<file path="config.mk">
export PLATFORM = sky130hd
export DESIGN_NAME = led_shift
export DESIGN_NICKNAME = d
export VERILOG_FILES = /design/src/rtl/led_shift_pkg.sv /design/src/rtl/btn_edge_sync.sv /design/src/rtl/led_shift.sv
export SDC_FILE = /design/constraint.sdc
export NUM_CORES = 1
export LEC_CHECK = 0
export CORE_MARGIN = 2
export CORE_UTILIZATION = 50
export DETAILED_ROUTE_END_ITERATION = 6
export PLACE_DENSITY = 0.75
export SLEW_MARGIN = 0
export SYNTH_ARGS = -nofsm -noshare
export SYNTH_HDL_FRONTEND = slang
export SYNTH_HIERARCHICAL = 1
export SYNTH_SLANG_ARGS = --single-unit
</file>
<file path="constraint.sdc">
create_clock -name clock -period 2.3 [get_ports clock]
set_input_delay 0.46 -clock clock [delete_from_list [all_inputs] [get_ports clock]]
set_output_delay 0.46 -clock clock [all_outputs]
set_load 0.02 [all_outputs]
</file>
<file path="src/rtl/led_shift_pkg.sv">
// rtl/led_shift_pkg.sv - shared mode encodings and button indices for led_shift
//
// Purpose: constants shared by the LED pattern controller and its testbench.
//   MODE_W                          : width of the mode encoding
//   mode_e                          : MODE_LEFT / MODE_RIGHT / MODE_FLASH (2'b11 unused)
//   BTN_LEFT / BTN_RIGHT / BTN_FLASH: bit index of each mode button in i_btn
package led_shift_pkg;

  localparam int MODE_W = 2;

  typedef enum logic [MODE_W-1:0] {
    MODE_LEFT  = 2'b00,
    MODE_RIGHT = 2'b01,
    MODE_FLASH = 2'b10
  } mode_e;

  localparam int BTN_LEFT  = 0;
  localparam int BTN_RIGHT = 1;
  localparam int BTN_FLASH = 2;

endpackage

</file>
<file path="src/rtl/btn_edge_sync.sv">
// rtl/btn_edge_sync.sv - per-bit 2-flop synchronizer plus registered rising-edge detector
//
// Purpose: bring asynchronous push-buttons into the clock domain and turn each
// low-to-high transition into a single-cycle pulse.
// Ports:
//   clock   in            : single clock
//   i_reset in            : synchronous, active-high reset
//   i_btn   in  [WIDTH-1:0]: asynchronous button levels
//   o_rise  out [WIDTH-1:0]: one-cycle pulse per bit on each rising edge
module btn_edge_sync #(
  parameter int WIDTH = 3
) (
  input  logic             clock,
  input  logic             i_reset,
  input  logic [WIDTH-1:0] i_btn,
  output logic [WIDTH-1:0] o_rise
);

  logic [WIDTH-1:0] sync1_q;
  logic [WIDTH-1:0] sync2_q;
  logic [WIDTH-1:0] prev_q;
  logic [WIDTH-1:0] rise_q;

  // The rise pulse is registered so the FSM sees it three edges after the
  // button is first sampled, and so the FSM input comes straight from a flop.
  always_ff @(posedge clock) begin
    if (i_reset) begin
      sync1_q <= '0;
      sync2_q <= '0;
      prev_q  <= '0;
      rise_q  <= '0;
    end else begin
      sync1_q <= i_btn;
      sync2_q <= sync1_q;
      prev_q  <= sync2_q;
      rise_q  <= sync2_q & ~prev_q;
    end
  end

  assign o_rise = rise_q;

endmodule

</file>
<file path="src/rtl/led_shift.sv">
// rtl/led_shift.sv - LED pattern controller with shift-left / shift-right / flash modes
//
// Purpose: advance an LED pattern on each enabled tick from the period
// counter/compare stage; three push-buttons select the mode.
// Ports:
//   clock    in               : single clock
//   i_reset  in               : synchronous, active-high reset
//   i_valid  in               : one-cycle advance tick
//   i_enable in               : when low, ticks are discarded
//   i_btn    in  [NB_BTN-1:0] : asynchronous buttons ([0] left, [1] right, [2] flash)
//   o_led    out [NB_LEDS-1:0]: registered LED pattern
//   o_mode   out [1:0]        : registered mode (00 left, 01 right, 10 flash)
// Build option: LED_SHIFT_BOUNCE_EN - when defined, a single-hot pattern that
// reaches the end bit reverses direction instead of wrapping.
module led_shift
  import led_shift_pkg::*;
#(
  parameter int NB_LEDS = 4,
  parameter int NB_BTN  = 3
) (
  input  logic               clock,
  input  logic               i_reset,
  input  logic               i_valid,
  input  logic               i_enable,
  input  logic [NB_BTN-1:0]  i_btn,
  output logic [NB_LEDS-1:0] o_led,
  output logic [MODE_W-1:0]  o_mode
);

  localparam logic [NB_LEDS-1:0] LED_LSB = NB_LEDS'(1);
  localparam logic [NB_LEDS-1:0] LED_MSB = LED_LSB << (NB_LEDS - 1);

  logic [NB_BTN-1:0]  btn_rise;
  mode_e              mode_q, mode_d;
  logic [NB_LEDS-1:0] led_q, led_d;
  logic               req_vld;
  mode_e              req_mode;

  btn_edge_sync #(
    .WIDTH (NB_BTN)
  ) u_btn_edge_sync (
    .clock   (clock),
    .i_reset (i_reset),
    .i_btn   (i_btn),
    .o_rise  (btn_rise)
  );

  // State register
  always_ff @(posedge clock) begin
    if (i_reset) begin
      mode_q <= MODE_LEFT;
      led_q  <= LED_LSB;
    end else begin
      mode_q <= mode_d;
      led_q  <= led_d;
    end
  end

  // Next-state logic
  always_comb begin
    mode_d   = mode_q;
    led_d    = led_q;
    req_vld  = btn_rise[BTN_FLASH] | btn_rise[BTN_RIGHT] | btn_rise[BTN_LEFT];
    req_mode = MODE_LEFT;
    if (btn_rise[BTN_FLASH]) begin
      req_mode = MODE_FLASH;
    end else if (btn_rise[BTN_RIGHT]) begin
      req_mode = MODE_RIGHT;
    end

    if (req_vld && (req_mode != mode_q)) begin
      // Mode change wins over a coincident tick; the tick is dropped.
      mode_d = req_mode;
      case (req_mode)
        MODE_FLASH: led_d = '1;
        MODE_LEFT:  led_d = (mode_q == MODE_FLASH) ? LED_LSB : led_q;
        MODE_RIGHT: led_d = (mode_q == MODE_FLASH) ? LED_MSB : led_q;
        default:    led_d = LED_LSB;
      endcase
    end else if (i_valid && i_enable) begin
      case (mode_q)
        MODE_LEFT: begin
`ifdef LED_SHIFT_BOUNCE_EN
          if (led_q[NB_LEDS-1]) begin
            mode_d = MODE_RIGHT;
            led_d  = LED_MSB >> 1;
          end else begin
            led_d  = {led_q[NB_LEDS-2:0], led_q[NB_LEDS-1]};
          end
`else
          led_d = {led_q[NB_LEDS-2:0], led_q[NB_LEDS-1]};
`endif
        end
        MODE_RIGHT: begin
`ifdef LED_SHIFT_BOUNCE_EN
          if (led_q[0]) begin
            mode_d = MODE_LEFT;
            led_d  = LED_LSB << 1;
          end else begin
            led_d  = {led_q[0], led_q[NB_LEDS-1:1]};
          end
`else
          led_d = {led_q[0], led_q[NB_LEDS-1:1]};
`endif
        end
        MODE_FLASH: led_d = ~led_q;
        default: begin
          // Unused encoding: recover to the reset state.
          mode_d = MODE_LEFT;
          led_d  = LED_LSB;
        end
      endcase
    end
  end

  // Outputs come straight from the state register.
  always_comb begin
    o_mode = mode_q;
    o_led  = led_q;
  end

endmodule
</file>
Word level (Yosys, flattened, before mapping)
Index checks and enable logic that the tools add are counted.
Widths: inputs -> output; s select.
{"block": "totals", "word_cells": 38, "reg_bits": 18, "out_inout_bits": 6, "inputBits": 7, "n_memories": 0, "latchBits": 0, "ramBits": 0, "rom_bits": 0}
{"block": "classes", "addsub": 0, "shift": 0, "div_mod_pow": 0, "muxes": 11, "n_lt_le_gt_ge": 0, "n_eq_ne": 8, "multipliers": 0, "bitwise": 5, "n_reduce_logical": 8}
{"op": "$pmux 4 s3", "count": 2}
{"op": "$mux 4", "count": 4}
{"op": "$mux 2", "count": 4}
{"op": "$ne 3x3->1 const B", "count": 2}
{"op": "$eq 2x1->1 const B", "count": 2}
{"op": "$eq 2x2->1 const B", "count": 2}
{"op": "$logic_not 2->1", "count": 2}
{"op": "$not 4->4", "count": 1}
{"op": "$and 3x3->3", "count": 1}
{"op": "$not 3->3", "count": 1}
{"op": "$reduce_and 3->1", "count": 1}
{"op": "$reduce_or 3->1", "count": 1}
{"op": "$logic_and 1x1->1", "count": 2}
{"op": "$ne 2x1->1 const B", "count": 1}
{"op": "$ne 2x2->1", "count": 1}
{"op": "$or 1x1->1", "count": 2}
{"op": "$reduce_and 2->1", "count": 1}
{"op": "$reduce_bool 2->1", "count": 1}
{"op": "$mux 1", "count": 1}

Longest topological paths before layout
Gate-level depths: netlist of run 1.
{"block": "logic_depth", "depth_word": 6, "depth_mapped": 5, "depth_no_buf": 4}

Hierarchy
The synthesis of run 1 kept the hierarchy.
{"module": "led_shift", "area_per_inst_um2": 471.7, "seq_area_each_um2": 120.1, "cells_each": 65, "instances": 1}
{"module": "btn_edge_sync", "area_per_inst_um2": 345.3, "seq_area_each_um2": 240.2, "cells_each": 25, "instances": 1}

Worst setup path after synthesis of run 1
OpenSTA, ideal clock, no wires.
{"block": "synth_timing", "kind": "register to register", "startpoint": "register mode_q[0] (netlist: o_mode[0])", "endpoint": "register led_q[1] (netlist: o_led[1])", "path_stages_with_launch": 6, "t_required_ns": 2.181, "slack_ns": 0.841, "period_less_slack_ns": 1.459, "setup_time_ns": 0.119, "arrival_time_ns": 1.340, "n_path_buf": 1, "path_cell_list": "dfxtp_1 buf_2 nand3b_1 a21oi_1 o21ai_1 o221a_1"}
{"block": "synth_between", "elab_chain_cells": 4, "word_cells_on_any_way": 12, "classes_between": "eq/ne: 5; mux: 3; reduce/logical: 4"}
{"item": "start, declared", "line": "led_shift.sv:34", "text": "mode_e mode_q, mode_d;"}
{"item": "start signal, assigned", "line": "led_shift.sv:54", "text": "mode_q <= mode_d;"}
{"item": "$eq 2x2->1 (tied with other cells)", "line": "led_shift.sv:76, led_shift.sv:77, led_shift.sv:81"}
{"item": "$pmux 4 s3 or $logic_and 1x1->1 (tied branches)", "line": "led_shift.sv:81, led_shift.sv:71"}
{"item": "$mux 4 (tied with other cells)", "line": "led_shift.sv:80", "text": "end else if (i_valid && i_enable) begin"}
{"item": "$mux 4 or $reduce_and 3->1 (tied branches)"}
{"item": "end signal, assigned", "line": "led_shift.sv:55", "text": "led_q <= led_d;"}
{"item": "end, declared", "line": "led_shift.sv:35", "text": "logic [NB_LEDS-1:0] led_q, led_d;"}
Several ways; a longest one is shown, not always the timed one. The select of a mux whose other input is x is not followed.
A chain may end at the register's enable or synchronous reset.

Worst setup path after layout of run 1
{"block": "layout_timing", "startpoint": "register mode_q[0] (netlist: o_mode[0])", "endpoint": "output o_mode[0]"}
{"item": "end, declared", "line": "led_shift.sv:27", "text": "output logic [MODE_W-1:0] o_mode"}
No word-level cell between the ends.

==> results of run 1 <==
registers in the layout, indices dropped and copies added (netlist names):
| name | cells |
|---|---|
| u_btn_edge_sync/sync1_q | 3 |
| u_btn_edge_sync/prev_q | 3 |
| o_mode | 2 |
| o_led | 4 |
| u_btn_edge_sync/sync2_q | 3 |
| u_btn_edge_sync/o_rise | 3 |
routing by layer:
metal,GRT usage,part of all wire,vias to the layer above
li1,-,-,345
met1,0.219,0.47,322
met2,0.294,0.46,17
met3,0.0245,0.043,5
met4,0.109,0.024,0
met5,0,0,-
path summary, 6_finish.rpt:
path / to / cells after the start
hold / removal: u_btn_edge_sync/o_rise[1]$_SDFF_PP0_ / 1
hold reg to reg: u_btn_edge_sync/o_rise[1]$_SDFF_PP0_ / 1
setup / recovery: o_mode[0] / 1
setup reg to reg: o_led[1]$_SDFFE_PP0P_ / 4
kinds of logic (layout without fill, tap and decap cells):
family                 Yosys count  in the layout
buffers and inverters           10             23
AND/OR/NAND/NOR                 37             37
multiplexers                     1              1
AO/OA/AOI/OAI                   24             24
flip-flops                      18             18
layout by cell type (no fill, tap or decap), types with 2 or more instances in the layout:
cell type and n:
a21oi_1 5, a31oi_1 2, clkbuf_4 3, clkdlybuf4s50_1 12, dfxtp_1 18, inv_1 6, nand2_1 6, nand3b_1 2
nor2_1 7, nor2b_1 12, nor3b_2 3, o21ai_0 2, o221a_1 2, o22ai_1 2, o32a_1 2
through the flow:
| step | util | instances | cell area [µm²] |
|---|---|---|---|
| floorplan | - | 90 | 817 |
| global placement | 0.617 | 115 | 940 |
| detailed placement | 0.617 | 115 | 940 |
| CTS | 0.640 | 119 | 976 |
| global route | 0.640 | 119 | 976 |
| finish | 0.640 | 119 | 976 |
report_power, final:
part	switching, mW	internal, mW	leakage [nW]
logic	0.0502	0.0582	0.187
clock network	0.100	0.0966	0.0210
registers	0.0169	0.329	0.148
total	0.167	0.484	0.356
final cells by class:
cell class              count  area (µm²)
fillers                   128         548
multi-input cells          62         409
flip-flops and latches     18         360
repair buffers             13         128
clock buffers               4        36.3
inverters                   6        22.5
well taps                  16        20.0
==> metrics.txt, run 1 <==
# TYPE chip_impl_metric gauge
chip_impl_metric{name="num_vias",unit=""} 689
chip_impl_info{name="dominantRegCellSynth",value="dfxtp_1"} 1
chip_impl_info{name="largest_cells_by_area_after_synthesis",value="dfxtp_1 44%, nor2b_1 9.2%, nor3b_2 4.6%"} 1
chip_impl_info{name="slowest_stage",value="clkdlybuf4s50_1"} 1
chip_impl_metric{name="layout-drive-gt1-share",unit=""} 0.107
chip_impl_metric{name="drt_pre_antenna_iters",unit=""} 4
chip_impl_metric{name="route.detailed.vias_per_inst",unit=""} 5.79
chip_impl_metric{name="die_y",unit="µm"} 44.4
chip_impl_metric{name="finalSetupViolCount",unit=""} 0
chip_impl_metric{name="setup_total_negative_slack",unit="ns"} 0
chip_impl_info{name="worst_r2r_startpoint",value="o_mode[1]$_SDFFE_PP0P_"} 1
chip_impl_metric{name="remaining_drc_errors",unit=""} 0
chip_impl_metric{name="final.period_utilization",unit=""} 0.883
chip_impl_metric{name="power_density_normalized_to_cell_area",unit="nW/µm²"} 667
chip_impl_metric{name="power.total",unit="mW"} 0.651
chip_impl_metric{name="detailedRoute.firstIterationViolations",unit=""} 12
chip_impl_metric{name="cts-htree-levels",unit=""} 1
chip_impl_metric{name="timing_worst_slew_pin_value",unit="ns"} 0.416
chip_impl_metric{name="max_cap_violations",unit=""} 0
chip_impl_metric{name="detailedPlacementHpwl",unit="mm"} 1.01
chip_impl_metric{name="synth_xor_area_frac",unit=""} 0
chip_impl_metric{name="dp_slack",unit="ns"} 0.482
chip_impl_metric{name="layout_min_cycle_time",unit="ns"} 2.03
chip_impl_metric{name="synthesis.area_per_instance",unit="µm²"} 9.08
chip_impl_metric{name="synth_enable_flop_cells",unit=""} 0
chip_impl_metric{name="max-clock-path-buffers",unit=""} 2
chip_impl_metric{name="cts-resized-gates",unit=""} 0
chip_impl_metric{name="synth-adder-area-share",unit=""} 0
chip_impl_metric{name="insertedDiodeCount",unit=""} 0
chip_impl_metric{name="ys_seq_area_frac",unit=""} 0.441
chip_impl_metric{name="post_drt_wl_per_cell",unit="µm"} 11.8
chip_impl_info{name="holdCritStartpoint",value="u_btn_edge_sync/prev_q[1]$_SDFF_PP0_"} 1
chip_impl_metric{name="worst_slew_margin_rel",unit=""} 0.722
chip_impl_info{name="run_status",value="finished, final reports clean"} 1
chip_impl_metric{name="antenna_left",unit=""} 0
chip_impl_metric{name="timing.final.max_slew_violations",unit=""} 0
chip_impl_info{name="dominant_combinational_cell_family_by_area_after_synthesis",value="simple AND/OR/NAND/NOR gates"} 1
chip_impl_metric{name="cts.hold.buffers_added",unit=""} 0
chip_impl_metric{name="die_w",unit="µm"} 44.4
chip_impl_metric{name="timing.fmax",unit="MHz"} 492
chip_impl_metric{name="gpl.final_weighted_congestion",unit=""} 0.800
chip_impl_info{name="hp-class",value="register to register"} 1
chip_impl_info{name="cell_breakdown_of_the_critical_path",value="clkdlybuf4s50_1"} 1
chip_impl_info{name="synth_top_area_cell",value="dfxtp_1"} 1
chip_impl_metric{name="worst-r2r-setup-slack",unit="ns"} 0.77
chip_impl_metric{name="rows",unit=""} 14
chip_impl_metric{name="synthSimpleGateAreaFrac",unit=""} 0.268
chip_impl_metric{name="post-cts-setup-buffers",unit=""} 0
chip_impl_metric{name="gr-usage-all-layers",unit=""} 0.178
chip_impl_metric{name="clock_latency",unit="ns"} 0.30
chip_impl_info{name="cts_root_buffer",value="clkbuf_4"} 1
chip_impl_info{name="crit_type",value="register to primary output"} 1
chip_impl_metric{name="yosys_register_bits",unit=""} 18
chip_impl_metric{name="tritoncts.num_buffers",unit=""} 3
chip_impl_metric{name="initial_utilization",unit=""} 0.536
chip_impl_info{name="timing.critical_path.max_delay_family",value="buffers and inverters"} 1
chip_impl_metric{name="stage_delay_of_the_slowest_cell_on_the_critical_path",unit="ns"} 0.68
chip_impl_metric{name="flow.area_growth_from_synthesis",unit="%"} 19.4
chip_impl_metric{name="placeableCoreArea",unit="µm²"} 1520
chip_impl_metric{name="grt_max_degree",unit=""} 17
chip_impl_metric{name="final.setup_skew",unit="ns"} 0.00926
chip_impl_metric{name="worst-endpoint-arrival",unit="ns"} 1.57
chip_impl_info{name="post-synth-top-count-cell",value="dfxtp_1"} 1
chip_impl_metric{name="clock_sinks",unit=""} 18
chip_impl_metric{name="drt-total-wl",unit="mm"} 1.41
chip_impl_metric{name="io_count",unit=""} 13
chip_impl_metric{name="critPathRequiredTime",unit="ns"} 1.84
chip_impl_metric{name="synthArstFlopShare",unit=""} 0
chip_impl_metric{name="global_route_wire_length_before_repair",unit="mm"} 2.57
chip_impl_info{name="tritoncts",value="done"} 1
chip_impl_metric{name="design.die.area",unit="µm²"} 1970
chip_impl_metric{name="synthDistinctLibCells",unit=""} 33
chip_impl_metric{name="finalHoldViolations",unit=""} 0
chip_impl_metric{name="portBuffers",unit=""} 12
chip_impl_metric{name="synth_nets",unit=""} 97
chip_impl_metric{name="grt.overflow.total",unit=""} 0
chip_impl_info{name="rsz_0062_raised_after_global_routing",value="false"} 1
chip_impl_metric{name="vdd_ir_drop_max",unit="mV"} 0.445
chip_impl_metric{name="instance_count_of_the_mapped_netlist",unit=""} 90
chip_impl_metric{name="crit_path_max_fanout",unit=""} 12
chip_impl_info{name="timing.critical_path.from",value="o_mode[0]$_SDFFE_PP0P_"} 1
chip_impl_metric{name="post_synth_mux_area_share",unit=""} 0.0138
chip_impl_metric{name="synth_top_area_frac",unit=""} 0.441
chip_impl_metric{name="syn-cell-area",unit="µm²"} 817
chip_impl_metric{name="fin_nets",unit=""} 111
chip_impl_metric{name="synth_compound_gate_area_share",unit=""} 0.219
chip_impl_metric{name="ys_warn_count",unit=""} 6
chip_impl_metric{name="initial_antenna_violation_count",unit=""} 0
chip_impl_metric{name="cts.clk_slew.worst_paths",unit="ns"} 0.11
chip_impl_metric{name="timing.critical_path.buf_inv",unit=""} 1
chip_impl_metric{name="whs",unit="ns"} 0.409
chip_impl_info{name="end_kind",value="primary output"} 1
chip_impl_info{name="synthTopCellsByCount",value="18 x dfxtp_1, 12 x nor2b_1, 7 x nor2_1"} 1
chip_impl_metric{name="cellLeakagePower",unit="nW"} 0.356
chip_impl_info{name="worst_setup_path_start_kind",value="register"} 1
chip_impl_metric{name="final.setup.worst_slack",unit="ns"} 0.268
chip_impl_metric{name="vias_in_the_first_global_route",unit=""} 609
No activity file was read; power rests on OpenSTA's default activity.
==> inputs of run 2 (changes only) <==
--- a/config.mk
+++ b/config.mk
@@ -5,7 +5,7 @@
 export SDC_FILE = /design/constraint.sdc
 export NUM_CORES = 1
 export LEC_CHECK = 0
-export CORE_MARGIN = 2
+export CORE_MARGIN = 4
 export CORE_UTILIZATION = 50
 export DETAILED_ROUTE_END_ITERATION = 6
 export PLACE_DENSITY = 0.75
==> run 2 against run 1 <==
Clock skew fell by 0.0047 ns. Via count fell by 6.2%. Final area fell by 0.64%. Sequential share of layout area rose by 0.24 points. Non-clock buffer count rose by 1. First-iteration DRC count fell by 42%. Critical path type unchanged. Combinational power rose by 4%. Critical endpoint unchanged. Count of clock-buffer cells in the layout fell by 1.
==> metrics.txt, run 2 (synthesis results as in run 1) <==
# TYPE chip_impl_metric gauge
chip_impl_metric{name="drt_pre_antenna_iters",unit=""} 4
chip_impl_metric{name="route.detailed.vias_per_inst",unit=""} 5.43
chip_impl_metric{name="io_count",unit=""} 13
chip_impl_info{name="worst_r2r_startpoint",value="o_mode[0]$_SDFFE_PP0P_"} 1
chip_impl_info{name="cell_breakdown_of_the_critical_path",value="clkdlybuf4s50_1"} 1
chip_impl_metric{name="cts.clk_slew.worst_paths",unit="ns"} 0.09
chip_impl_info{name="cts_root_buffer",value="clkbuf_4"} 1
chip_impl_metric{name="timing.fmax",unit="MHz"} 499
chip_impl_metric{name="grt_max_degree",unit=""} 18
chip_impl_metric{name="power.clock.fraction",unit=""} 0.241
chip_impl_metric{name="detailedPlacementHpwl",unit="mm"} 1.13
chip_impl_metric{name="post-cts-setup-buffers",unit=""} 0
chip_impl_metric{name="groute.layer.met2.usage",unit=""} 0.207
chip_impl_metric{name="initial_antenna_violation_count",unit=""} 0
chip_impl_metric{name="power.combinational.fraction",unit=""} 0.186
chip_impl_info{name="top_library_cells_by_usage_in_the_layout_fill_and_taps_aside",value="18 x dfxtp_1, 12 x nor2b_1, 12 x clkdlybuf4s50_1"} 1
chip_impl_metric{name="largest_register_ff_count",unit=""} 4
chip_impl_metric{name="timing.critical_path.buf_inv",unit=""} 1
chip_impl_metric{name="gr-usage-met3",unit=""} 0.0245
chip_impl_info{name="mostFrequentLayoutCell",value="dfxtp_1"} 1
chip_impl_metric{name="max_cap_violations",unit=""} 0
chip_impl_info{name="tritoncts",value="done"} 1
chip_impl_metric{name="cts.hold.buffers_added",unit=""} 0
chip_impl_metric{name="whs",unit="ns"} 0.405
chip_impl_metric{name="final.setup_skew",unit="ns"} 0.00455
chip_impl_metric{name="worst_slew_margin_rel",unit=""} 0.720
chip_impl_metric{name="flow.area_growth_from_synthesis",unit="%"} 18.7
chip_impl_info{name="crit_type",value="register to primary output"} 1
chip_impl_metric{name="initial_utilization",unit=""} 0.536
chip_impl_info{name="holdCritStartpoint",value="u_btn_edge_sync/prev_q[1]$_SDFF_PP0_"} 1
chip_impl_info{name="end_kind",value="primary output"} 1
chip_impl_metric{name="power_frac_seq",unit=""} 0.573
chip_impl_metric{name="portBuffers",unit=""} 12
chip_impl_metric{name="critPathRequiredTime",unit="ns"} 1.84
chip_impl_metric{name="final.period_utilization",unit=""} 0.872
chip_impl_metric{name="drt-total-wl",unit="mm"} 1.53
chip_impl_metric{name="vias_in_the_first_global_route",unit=""} 593
chip_impl_metric{name="die_y",unit="µm"} 48.4
chip_impl_metric{name="max-clock-path-buffers",unit=""} 2
chip_impl_metric{name="fin_nets",unit=""} 112
chip_impl_metric{name="num_vias",unit=""} 646
chip_impl_metric{name="insertedDiodeCount",unit=""} 0
chip_impl_metric{name="design.die.area",unit="µm²"} 2340
chip_impl_metric{name="power_density_normalized_to_cell_area",unit="nW/µm²"} 621
chip_impl_metric{name="clock_sinks",unit=""} 18
chip_impl_metric{name="global_route_wire_length_before_repair",unit="mm"} 2.64
chip_impl_metric{name="netSwitchingFraction",unit=""} 0.255
chip_impl_metric{name="die_w",unit="µm"} 48.4
chip_impl_metric{name="placeableCoreArea",unit="µm²"} 1520
chip_impl_metric{name="p_switching",unit="mW"} 0.154
chip_impl_metric{name="rows",unit=""} 14
chip_impl_metric{name="gr-usage-all-layers",unit=""} 0.137
chip_impl_metric{name="finalSetupViolCount",unit=""} 0
chip_impl_metric{name="vdd_ir_drop_max",unit="mV"} 0.432
chip_impl_metric{name="clock_latency",unit="ns"} 0.28
chip_impl_info{name="timing.critical_path.max_delay_family",value="buffers and inverters"} 1
chip_impl_metric{name="post_drt_wl_per_cell",unit="µm"} 12.8
chip_impl_info{name="timing.critical_path.from",value="o_mode[0]$_SDFFE_PP0P_"} 1
chip_impl_metric{name="finalHoldViolations",unit=""} 0
chip_impl_info{name="worst_setup_path_start_kind",value="register"} 1
chip_impl_metric{name="worst-endpoint-arrival",unit="ns"} 1.55
chip_impl_metric{name="timing_worst_slew_pin_value",unit="ns"} 0.419
chip_impl_metric{name="cellLeakagePower",unit="nW"} 0.354
chip_impl_metric{name="layout-drive-gt1-share",unit=""} 0.107
chip_impl_metric{name="detailedRoute.firstIterationViolations",unit=""} 7
chip_impl_metric{name="crit_path_max_fanout",unit=""} 12
chip_impl_metric{name="layout_min_cycle_time",unit="ns"} 2.01
chip_impl_info{name="slowest_stage",value="clkdlybuf4s50_1"} 1
chip_impl_metric{name="cts-resized-gates",unit=""} 0
chip_impl_metric{name="grt.overflow.total",unit=""} 0
chip_impl_metric{name="groute.layer.met1.usage",unit=""} 0.190
chip_impl_metric{name="setup_total_negative_slack",unit="ns"} 0
chip_impl_metric{name="remaining_drc_errors",unit=""} 0
chip_impl_info{name="rsz_0062_raised_after_global_routing",value="false"} 1
chip_impl_metric{name="stage_delay_of_the_slowest_cell_on_the_critical_path",unit="ns"} 0.68
chip_impl_metric{name="cts-htree-levels",unit=""} 1
chip_impl_info{name="grt_busiest_layer",value="met2"} 1
chip_impl_info{name="hp-class",value="register to register"} 1
chip_impl_metric{name="antenna_left",unit=""} 0
chip_impl_info{name="run_status",value="finished, final reports clean"} 1
chip_impl_metric{name="internal_power",unit="mW"} 0.448
chip_impl_metric{name="gpl.final_weighted_congestion",unit=""} 0.809
chip_impl_metric{name="tritoncts.num_buffers",unit=""} 3
chip_impl_metric{name="timing.final.max_slew_violations",unit=""} 0
==> run 2: cell type report <==
| class | instances | area, µm² |
|---|---|---|
| well taps | 16 | 20.0 |
| inverters | 6 | 22.5 |
| repair buffers | 14 | 135 |
| fillers | 133 | 554 |
| flip-flops and latches | 18 | 360 |
| multi-input cells | 62 | 409 |
| clock buffers | 3 | 22.5 |
==> run 2: through the flow <==
step | cell area, µm² | power (mW) | setup WS, ns | util | instances
2_1_floorplan | 817 | 0.420 | 0.841 | - | 90
3_3_place_gp | 947 | 0.461 | 0.505 | 0.622 | 116
3_5_place_dp | 947 | 0.464 | 0.473 | 0.622 | 116
4_1_cts | 970 | 0.610 | 0.288 | 0.636 | 119
5_1_grt | 970 | 0.639 | 0.249 | 0.636 | 119
6_report | 970 | 0.602 | 0.294 | 0.636 | 119
==> run 2: power groups by stage <==
stage                     clock network (mW)  logic, mW  registers (mW)
after CTS                              0.153      0.113           0.344
after global placement                     0      0.110           0.351
final                                  0.145      0.112           0.345
after detailed placement                   0      0.113           0.351
after global routing                   0.168      0.123           0.348
after floorplan                            0     0.0623           0.358
==> run 2: path summary, 6_finish.rpt <==
path	endpoint	slack (ns)	depth (start not counted)
worst min-delay path	u_btn_edge_sync/o_rise[1]$_SDFF_PP0_	0.40	1
worst max-delay path	o_mode[0]	0.29	1
worst min register to register	u_btn_edge_sync/o_rise[1]$_SDFF_PP0_	0.40	1
worst max register to register	o_led[2]$_SDFFE_PP0P_	0.74	4
==> run 2: worst register-to-register path, delay by kind of cell (launching register included) <==
| family | cells | cell delay [ns] |
|---|---|---|
| flops | 1 | 0.59 |
| simple gates | 1 | 0.15 |
| compound gates | 3 | 0.72 |
==> run 2: metal layers <==
metal	part of all wire	wire length [µm]
met5	0	0
met4	0.0026	4
met3	0.035	53
met2	0.45	690
met1	0.51	780
==> RTL edit: new RTL, config.mk and constraints of run 2 <==
Add a define of `LED_SHIFT_BOUNCE_EN`.
--- a/src/rtl/led_shift.sv
+++ b/src/rtl/led_shift.sv
@@ -14,2 +14,4 @@
 // reaches the end bit reverses direction instead of wrapping.
+`define LED_SHIFT_BOUNCE_EN
+
 module led_shift
Formal check against the unedited RTL: not equivalent (a bounded check fails within 10 cycles, from zero or initial values and one cycle with i_reset high).
==> RTL edit against run 2 <==
- routed wire length increased by 4.8%
- critical path depth unchanged
- worst setup slack got worse by 0.11 ns
- sequential cell count unchanged
- first-iteration DRC count increased by 86%
- area after synthesis increased by 15%
- clock skew decreased by 0.0032 ns
- total power increased by 14%
- register-to-register slack got worse by 0.12 ns
- final area increased by 11%
- critical endpoint unchanged
- highest routed layer unchanged
==> RTL edit: results (changes against run 2) <==
## Status
* finished clean — status, unchanged

## Global routing
* 2.64 mm — first-pass GRT wire length, about the same
* 628 — via count of the first global-routing pass, was 593
* 20 — maximum number of pins on one net before global-route repair, was 18
* 12.9% — GRT Total Usage, was 13.7%

## Power
* 365 uV — largest vdd supply drop, was 432 uV
* 0.000382 uW — leak pwr, was 0.000354 uW
* 26.8% — share of total power consumed by net switching, was 25.5%

## Synthesis
* 104 — syn_nets, was 97
* sky130_fd_sc_hd__dfxtp_1 38%, sky130_fd_sc_hd__nor2b_1 7.3%, sky130_fd_sc_hd__buf_6 6.0%, sky130_fd_sc_hd__nor3b_2 4.0%, sky130_fd_sc_hd__nor2_1 3.6% — ranking of synthesized cells by area, was sky130_fd_sc_hd__dfxtp_1 44%, sky130_fd_sc_hd__nor2b_1 9.2%, sky130_fd_sc_hd__nor3b_2 4.6%, sky130_fd_sc_hd__nor2_1 3.2%, sky130_fd_sc_hd__a21oi_1 3.1%
* 35 — unique cell type count in the Yosys netlist, was 33
* 38.2% — post-synthesis sequential area ratio, was 44.1%
* 18 x sky130_fd_sc_hd__dfxtp_1, 11 x sky130_fd_sc_hd__nor2b_1, 9 x sky130_fd_sc_hd__nor2_1, 5 x sky130_fd_sc_hd__a21oi_1, 5 x sky130_fd_sc_hd__buf_6 — synth cell count leaders, was 18 x sky130_fd_sc_hd__dfxtp_1, 12 x sky130_fd_sc_hd__nor2b_1, 7 x sky130_fd_sc_hd__nor2_1, 6 x sky130_fd_sc_hd__inv_1, 6 x sky130_fd_sc_hd__nand2_1

## Placed design
* 1040 sq um — post-place instance area, was 947 sq um
* 12 — number of buffers added on ports, unchanged
* 0.290 ns — Setup WS pre-CTS, was 0.473 ns
* 0.742 — routability-driven placement congestion ratio, was 0.809
* 1.13 mm — HPWL after DPL, about the same

## Clock network
* 0.10 ns — Clock transition at path regs
* 0.28 ns — clock insertion delay at the later pin of the skew report, about the same
* 0 — quantity of gates resized following cts, unchanged
* 0 — # Post-CTS Setup Buffers, unchanged
* 2 — Max Buffers Root-to-Sink, unchanged
* 3 — clock buffers created by TritonCTS, unchanged

## Cells and area
* 189 — Filler cells, was 133
* 116 — net count reported at finish, was 112
* 17.6% — ratio of cells with drive above 1 in the final layout, was 10.7%
* 4 — number of flip-flops in the largest register, unchanged

## Drt
* 719 — count of vias placed by the detailed router, was 646
* 6 — number of optimization iterations in the first detailed-route pass, was 4
* 776 um — total met2 wirelength after detailed routing, was 690 um
* 752 um — M1 WL, was 780 um
* 12.1 um — average detailed-routed wire length per instance, was 12.8 um
* 13 — drt first-iter violations, was 7
* 60 um — detailed route wirelength on metal3, was 53 um

## Timing
* 0.00130 ns — post-route clock skew, was 0.00455 ns
* 0.635 ns — worst-margin pin slew, was 0.419 ns

## Critical path
* 16 — Critical Path Fanout Max, was 12
* 0.71 ns — Crit path largest cell delay, was 0.68 ns
* 1.65 ns — arrival time reported for the critical path endpoint, was 1.55 ns
* buffers and inverters — critical path's top delay family, unchanged

-- RTL edit: changes by cell type after synthesis, sizes merged, moves of 2 or more --
| cell | delta |
|---|---|
| inv | -4 |
| nand2 | -4 |
| nand2b | +4 |
| a22oi | +3 |
| buf | +3 |
| nor2 | +3 |
| nor3 | +3 |
| a31oi | -2 |
| and3b | +2 |
| mux2i | +2 |
| o221a | -2 |
| o32a | -2 |
-- RTL edit: cell families (layout without fill, tap and decap cells) --
kind of cell    Yosys count  after routing  synth area share, %
simple gates             41             41                 28.1
compound gates           27             27                 23.1
flops                    18             18                 38.2
mux                       2              2                 2.12
buf+inv                   8             19                 7.56
xor+xnor                  1              1                0.929
-- RTL edit: power groups by stage --
| stage | Clock [uW] | Sequential (uW) | Combinational (uW) |
|---|---|---|---|
| global route | 211 | 360 | 157 |
| finish | 186 | 356 | 143 |
| CTS | 194 | 356 | 145 |
| floorplan | 0 | 366 | 98.3 |
| global placement | 0 | 363 | 143 |
| detailed placement | 0 | 363 | 144 |
-- RTL edit: final timing paths --
| path | slack [ns] | start | to | cells after the start |
|---|---|---|---|---|
| worst max-delay path | 0.19 | o_mode[0] | o_mode[0] | 1 |
| worst min-delay path | 0.41 | u_btn_edge_sync/prev_q[1] | u_btn_edge_sync/o_rise[1] | 1 |
| worst max register to register | 0.62 | o_mode[0] | o_led[0] | 5 |
| worst min register to register | 0.41 | u_btn_edge_sync/prev_q[1] | u_btn_edge_sync/o_rise[1] | 1 |
-- RTL edit: area by class of cell --
type / instances / area share (%)
Timing Repair Buffer: 13 / 11.9
Inverter: 2 / 0.698
Tap cell: 25 / 2.91
Multi-Input combinational cell: 71 / 47.6
Sequential cell: 18 / 33.5
Clock buffer: 4 / 3.38
-- RTL edit: worst reg2reg max path, delay by kind of cell (launching register included) --
| kind | cells | cell delay, ns |
|---|---|---|
| AO/OA/AOI/OAI | 2 | 0.42 |
| flip-flops | 1 | 0.67 |
| multiplexers | 1 | 0.15 |
| AND/OR/NAND/NOR | 2 | 0.34 |
-- RTL edit: metrics by stage --
stage,hold slack (ns),cells,util (%)
2_1_floorplan,0.390,97,-
6_report,0.407,133,60.9
5_1_grt,0.420,133,60.9
4_1_cts,0.410,133,60.9
3_3_place_gp,0.393,129,58.9
3_5_place_dp,0.398,129,58.9
-- RTL edit: metal layers --
metal / vias up / global-route usage [%]
li1: 370 / -
met1: 334 / 15.6
met2: 13 / 22.2
met3: 2 / 1.75
met4: 0 / 6.55
met5: - / 0
